File: src/rtl/harmonic_mixer.sv
// harmonic_mixer: collects one sine sample per harmonic each sample tick, scales
// each by a geometrically decaying level, and emits one saturated mixed sample.
module harmonic_mixer #(
   parameter int NUM_HARMONICS = 64,
   parameter int ACC_WIDTH     = 32,
   parameter int OUT_SHIFT     = 8
) (
   input  logic        i_clock,
   input  logic        i_reset,
   input  logic        i_sample_tick,
   input  logic [7:0]  i_harmonic_count,
   input  logic [2:0]  i_decay,
   input  logic        i_sample_ready,
   input  logic [15:0] i_sample_value,
   output logic [7:0]  o_harmonic,
   output logic        o_next_sample,
   output logic [15:0] o_mix_value,
   output logic        o_mix_valid,
   output logic        o_overrun
);
   typedef enum logic [1:0] {IDLE, COLLECT, DONE} state_t;
   localparam logic signed [ACC_WIDTH-1:0] SAT_MAX = 32767;
   localparam logic signed [ACC_WIDTH-1:0] SAT_MIN = -32768;
   state_t state_q, state_d;
   logic [7:0] last_q, last_d, harm_q, harm_d, level_q, level_d;
   logic [2:0] decay_q, decay_d;
   logic signed [ACC_WIDTH-1:0] acc_q, acc_d, shifted;
   logic next_q, next_d, valid_q, valid_d, overrun_q, overrun_d;
   logic [15:0] mix_q, mix_d;
   logic signed [24:0] prod;
   logic [8:0] clamped;
   logic accept;
   assign clamped = (i_harmonic_count == 8'd0) ? 9'd1 :
                    ({1'b0, i_harmonic_count} > 9'(NUM_HARMONICS)) ? 9'(NUM_HARMONICS) :
                    {1'b0, i_harmonic_count};
   // ready seen while next_sample is high belongs to the sample just consumed
   assign accept  = (state_q == COLLECT) && i_sample_ready && !next_q;
   assign prod    = $signed(i_sample_value) * $signed({1'b0, level_q});
   assign shifted = acc_q >>> OUT_SHIFT;
   always_comb begin
      state_d   = state_q;
      last_d    = last_q;
      decay_d   = decay_q;
      acc_d     = acc_q;
      level_d   = level_q;
      harm_d    = harm_q;
      mix_d     = mix_q;
      next_d    = 1'b0;
      valid_d   = 1'b0;
      overrun_d = i_sample_tick && (state_q != IDLE);
      unique case (state_q)
         IDLE: if (i_sample_tick) begin
            last_d  = 8'(clamped - 9'd1);
            decay_d = i_decay;
            acc_d   = '0;
            level_d = 8'd255;
            harm_d  = 8'd0;
            state_d = COLLECT;
         end
         COLLECT: if (accept) begin
            acc_d   = acc_q + ACC_WIDTH'(prod);
            next_d  = 1'b1;
            level_d = (decay_q == 3'd0) ? level_q : level_q - (level_q >> decay_q);
            harm_d  = (harm_q == last_q) ? 8'd0 : 8'(harm_q + 8'd1);
            state_d = (harm_q == last_q) ? DONE : COLLECT;
         end
         DONE: begin
            mix_d   = (shifted > SAT_MAX) ? 16'h7FFF : (shifted < SAT_MIN) ? 16'h8000 : shifted[15:0];
            valid_d = 1'b1;
            state_d = IDLE;
         end
         default: state_d = IDLE;
      endcase
   end
   always_ff @(posedge i_clock or posedge i_reset) begin
      if (i_reset) begin
         state_q   <= IDLE;
         last_q    <= '0;
         decay_q   <= '0;
         acc_q     <= '0;
         level_q   <= 8'd255;
         harm_q    <= '0;
         mix_q     <= '0;
         next_q    <= 1'b0;
         valid_q   <= 1'b0;
         overrun_q <= 1'b0;
      end else begin
         state_q   <= state_d;
         last_q    <= last_d;
         decay_q   <= decay_d;
         acc_q     <= acc_d;
         level_q   <= level_d;
         harm_q    <= harm_d;
         mix_q     <= mix_d;
         next_q    <= next_d;
         valid_q   <= valid_d;
         overrun_q <= overrun_d;
      end
   end
   assign o_harmonic    = harm_q;
   assign o_next_sample = next_q;
   assign o_mix_value   = mix_q;
   assign o_mix_valid   = valid_q;
   assign o_overrun     = overrun_q;
endmodule
File: config.mk
export PLATFORM = sky130hd
export DESIGN_NAME = harmonic_mixer
export DESIGN_NICKNAME = d
export VERILOG_FILES = /design/src/rtl/harmonic_mixer.sv
export SDC_FILE = /design/constraint.sdc
export NUM_CORES = 1
export LEC_CHECK = 0
export BUFFER_PORTS_ARGS = -buffer_cell sky130_fd_sc_hd__buf_2
export CAP_MARGIN = 20
export CORE_AREA = 2 2 127 129
export CTS_CLUSTER_DIAMETER = 80
export DETAILED_ROUTE_END_ITERATION = 7
export DIE_AREA = 0 0 129 131
export PLACE_DENSITY = 0.87
export SETUP_SLACK_MARGIN = 0.4
export SLEW_MARGIN = 20
export SYNTH_ARGS = -nofsm -noshare
export SYNTH_HDL_FRONTEND = slang
export SYNTH_SLANG_ARGS = --single-unit
File: constraint.sdc
create_clock -name i_clock -period 17 [get_ports i_clock]
set_input_delay 4.25 -clock i_clock [delete_from_list [all_inputs] [get_ports i_clock]]
set_output_delay 4.25 -clock i_clock [all_outputs]
set_load 0.05 [all_outputs]
== Word level (Yosys, flattened, before mapping) ==
Index checks and enable logic that the tools add are counted.
Storage, ports and cells
  input bits: 31
  flip-flop bits (word level): 80
  logic and storage cells: 60
Operators by class
  equality and inequality tests: 6
  multiply operators: 1
  shift-type cells: 1
  reduce and logical (&&, ||, !) cells: 13
  $lt $le $gt $ge: 3
  add/sub/neg operators: 4
  mux-type cells: 22
Operators by type and width (count)
  2-to-1 mux 32 bit: 2
  2-to-1 mux 8 bit: 8
  one-hot mux 32 bit (2 select lines): 1
  adder 32 x 25 -> 32 bit: 1
  2-to-1 mux 16 bit: 2
  one-hot mux 8 bit (2 select lines): 2
  multiplier 16 x 9 -> 25 bit: 1
  greater-than comparator 24 x 16 -> 1 bit (second input constant): 1
  < comparator 24 x 16 -> 1 bit (second input constant): 1
  adder 8 x 1 -> 8 bit (second input constant): 1
  equality test 8 bit: 1
  greater-than comparator 8 x 7 -> 1 bit (second input constant): 1
  logical NOT 8 bit: 1
  >> shifter 8 x 3 -> 8 bit: 1
  subtractor 8 x 1 -> 8 bit (second input constant): 1
  subtractor 8 bit: 1
  2-to-1 mux 2 bit: 3
  inequality test 2 bit (second input constant): 3
  one-hot mux 2 bit (2 select lines): 1
  AND reduction 2 bit: 2
  AND reduction 4 bit: 1
  nonzero test 2 bit: 2
  logical AND 1 bit: 3
  logical NOT 3 bit: 1
  other kinds (6): 8

== Longest topological paths before layout ==
  depth after elaboration: 5
  gate-level depth with buffers: 22

== Worst setup path before layout ==
OpenSTA, ideal clock, no wires.
  kind: input port to flip-flop
  start point: in i_sample_value[15]
  end point: reg acc_q[28]
  library setup time: 0.130 ns
  setup slack: 7.926 ns
  required time: 16.870 ns
  stages: 19
  data arrival time: 8.945 ns
  cells stage by stage: and2_1 -> fa_1 -> inv_1 -> fa_1 -> inv_1 -> fa_1 -> fa_1 -> inv_1 -> fa_1 -> inv_1 -> ha_1 -> buf_2 -> a21oi_2 -> o21ai_0 -> a41o_1 -> a211o_1 -> a2111oi_2 -> xor2_1 -> o21ai_1
On the way
  longest elaborated chain between the ends: 4
Ends and longest elaborated chain
  start, declared: line 14  | input logic [15:0] i_sample_value,
  multiplier 16 x 9 -> 25 bit: line 38  | assign prod = $signed(i_sample_value) * $signed({1'b0, level_q});
  adder 32 x 25 -> 32 bit: line 61  | acc_d = acc_q + ACC_WIDTH'(prod);
  2-to-1 mux 32 bit: line 60  | COLLECT: if (accept) begin
  one-hot mux 32 bit (2 select lines): line 51  | unique case (state_q)
  end signal, assigned: line 80  | acc_q <= '0;
  end signal, assigned: line 91  | acc_q <= acc_d;
  end, declared: line 27  | logic signed [ACC_WIDTH-1:0] acc_q, acc_d, shifted;
No other way between the ends. The select of a mux whose other input is x is not followed.
A chain may end at the register's enable or synchronous reset.

== Worst setup path after layout ==
  start point: in i_sample_value[15]
  end point: reg acc_q[31]
The elaborated chain is that of the path after synthesis.

==> metrics.txt <==
fin nets 1396; delay of the slowest critical-path stage 0.60 ns; Top Ports 58; post-synthesis sequential area ratio 20.21%; worst path cell trace buf_2 -> nand2_1 -> inv_1 -> fa_1 -> fa_1 -> fa_1 -> inv_1 -> fa_1 -> inv_1 -> fa_1 -> ha_1 -> nand2_1 -> o21ai_1 -> nand2b_1 -> a21o_1 -> nand2b_1 -> a31oi_1 -> o311ai_0; Synth cell types 61; MaxCap Viol Count 0; area share of the largest cell type after synthesis 26.75%; CP max FO 8; All-Layer GR Usage 28.41%; clock root buffer clkbuf_16; Final Slew Violations 0; Clock Tree Buf Depth 2; clock-pin slew on the worst setup and hold paths 0.07 ns; Port-buffer cells 57; vias per inst 5.774; synth top area cells fa_1 (27%), dfrtp_1 (18%), ha_1 (9.3%), inv_1 (7.3%), nand2_1 (5.3%); global-route wire length before repair 37.48 mm; most used cell, CP fa_1; Post-Syn Nets 1371; initial DRC count 817; unrepaired setup endpoints after global routing no; clock sink total 80; syn_area_per_cell 8.786 µm²; worst min path class reg -> reg; Yosys Warn Count 0; CP Data Arrival Time 9.53 ns; worst-skew pair later-pin latency 0.36 ns; Rel. slew slack 34.28%; floorplan core area 0.01560 mm²; Worst path slowest cell fa_1; Remaining Overflow, GRT 0; Post-DP HPWL 17.26 mm; routed vias 7962; CP endpoint kind flip-flop; DR WL met2 11.16 mm; Layout area overhead 6.851%; final WL 22.37 mm; EDFF count, synth 0; gpl congestion 0.9456; Worst Skew 0.007033 ns; period utilization 54.76%; largest net degree at the start of global routing 81; top layer in use met4; Initial DRT Pass Iterations 5; Die ar. 0.01690 mm²; Final min period 9.308 ns; Worst Tran Pin Value 0.9858 ns; CTS resizes 0; Top delay family on crit path adder cells; Die X-Extent 129 µm; share of async-settable or async-resettable flops after synthesis 100.0%; initial antenna violation count 0; placed cell areas 0.01036 mm²; ant diodes 0; maximum clock rate 107.4 MHz; Chip Height 131 µm; Initial Util 63.82%; final hold vios 0; cts bufs inserted 9; fin area 0.01064 mm²; CP startpoint kind input port; cell with the most instances after synthesis inv_1; H-tree depth 3; Primary FF master, synth dfrtp_1; share of cells above drive strength 1 8.684%; sum of buffers and inverters on the critical path 4; fillcell total 1282; Finish-stage setup viols 0; synthesized instance count 1133; Routed Antenna Nets 0; met3 wire length 1.176 mm; setup TNS 0 ns; post-synthesis cell area 0.009955 mm²; CTS Hold Bufs 0; DRC 0; status completed; CTS tree yes; wl on met1 9.283 mm; CP Class in -> reg; vias in the first global route 7816; worst path required time 17.22 ns; # Post-CTS Setup Buffers 0; Synth top cells by count inv_1 (194), nand2_1 (141), fa_1 (133); row cnt 46; synthesis-stage register bit count 80; WL/cell 16.22 µm; Synth area leader fa_1
[layout make-up]
cell class              count  area (µm²)  area share (%)
inverters                 196       737.0           6.929
clock inverters             5       40.04          0.3764
multi-input cells         812        7041           66.19
clock buffers              11       232.7           2.188
repair buffers             59       304.0           2.858
flip-flops and latches     80        2012           18.92
well taps                 216       270.3           2.541
[worst min-delay path: stages (launching register included)]
cell,delay [ns]
dfrtp_1,0.34
nand2_1,0.05
nand2_1,0.05
[final timing paths]
check,startpoint,end,slack [ns],depth (start not counted)
hold reg to reg,o_mix_value[15],o_mix_value[15],0.47,2
max in group asynchronous,i_reset,acc_q[0],12.39,3
min in group asynchronous,i_reset,o_next_sample,4.09,3
setup reg to reg,level_q[0],acc_q[31],10.87,17
hold / removal,o_mix_value[15],o_mix_value[15],0.47,2
setup / recovery,i_sample_value[15],acc_q[31],7.69,18
[cell families (layout without fill, tap and decap cells)]
family | count (synthesis) | count (layout) | synth area share [%]
adder cells (fa/ha/maj) | 207 | 207 | 36.05
buffers and inverters | 241 | 271 | 9.150
flip-flops | 80 | 80 | 20.21
XOR/XNOR | 40 | 40 | 3.519
AO/OA/AOI/OAI | 212 | 212 | 13.19
AND/OR/NAND/NOR | 340 | 340 | 16.39
multiplexers | 13 | 13 | 1.496
[registers in the layout, indices dropped and copies added (netlist names)]
name	cells
o_next_sample	1
o_mix_valid	1
last_q	8
acc_q	32
level_q	8
o_harmonic	8
state_q	2
o_overrun	1
o_mix_value	16
decay_q	3
[layer usage]
metal,vias up,global-route usage (%)
li1,3713,-
met1,3920,37.37
met2,267,47.84
met3,62,4.316
met4,0,11.32
met5,-,0
[placed cells by master, fill, tap and decap left out, types with 8 or more instances in the layout]
cell type / synthesis / layout
dfrtp_1: 72 / 72
a21o_1: 8 / 8
fa_1: 133 / 133
buf_2: 5 / 57
nand3_1: 11 / 11
o22ai_1: 23 / 23
nor2_1: 52 / 52
clkbuf_16: 0 / 9
xnor2_1: 12 / 12
ha_1: 74 / 74
a21oi_1: 50 / 49
and2_1: 63 / 63
nand2b_1: 15 / 15
nand4_1: 13 / 13
dfstp_2: 8 / 8
o21ai_0: 60 / 60
o211ai_1: 8 / 8
nor2b_1: 8 / 8
a31oi_1: 15 / 15
xor2_1: 28 / 28
nor3_1: 13 / 13
nand2_1: 141 / 141
inv_1: 194 / 193
[per-stage QoR]
step           hold slack [ns]  std cells  utilization, %  setup WS (ns)
2_1_floorplan           0.4563       1133               -          7.926
3_3_place_gp            0.4585       1363           66.40          7.528
3_5_place_dp            0.4571       1363           66.40          7.351
4_1_cts                 0.4742       1379           68.15          7.710
5_1_grt                 0.5013       1379           68.19          7.459
6_report                0.4693       1379           68.19          7.692
Power is not shown: default switching activity piles up to over one toggle a cycle in this logic, so the estimate is an artifact.
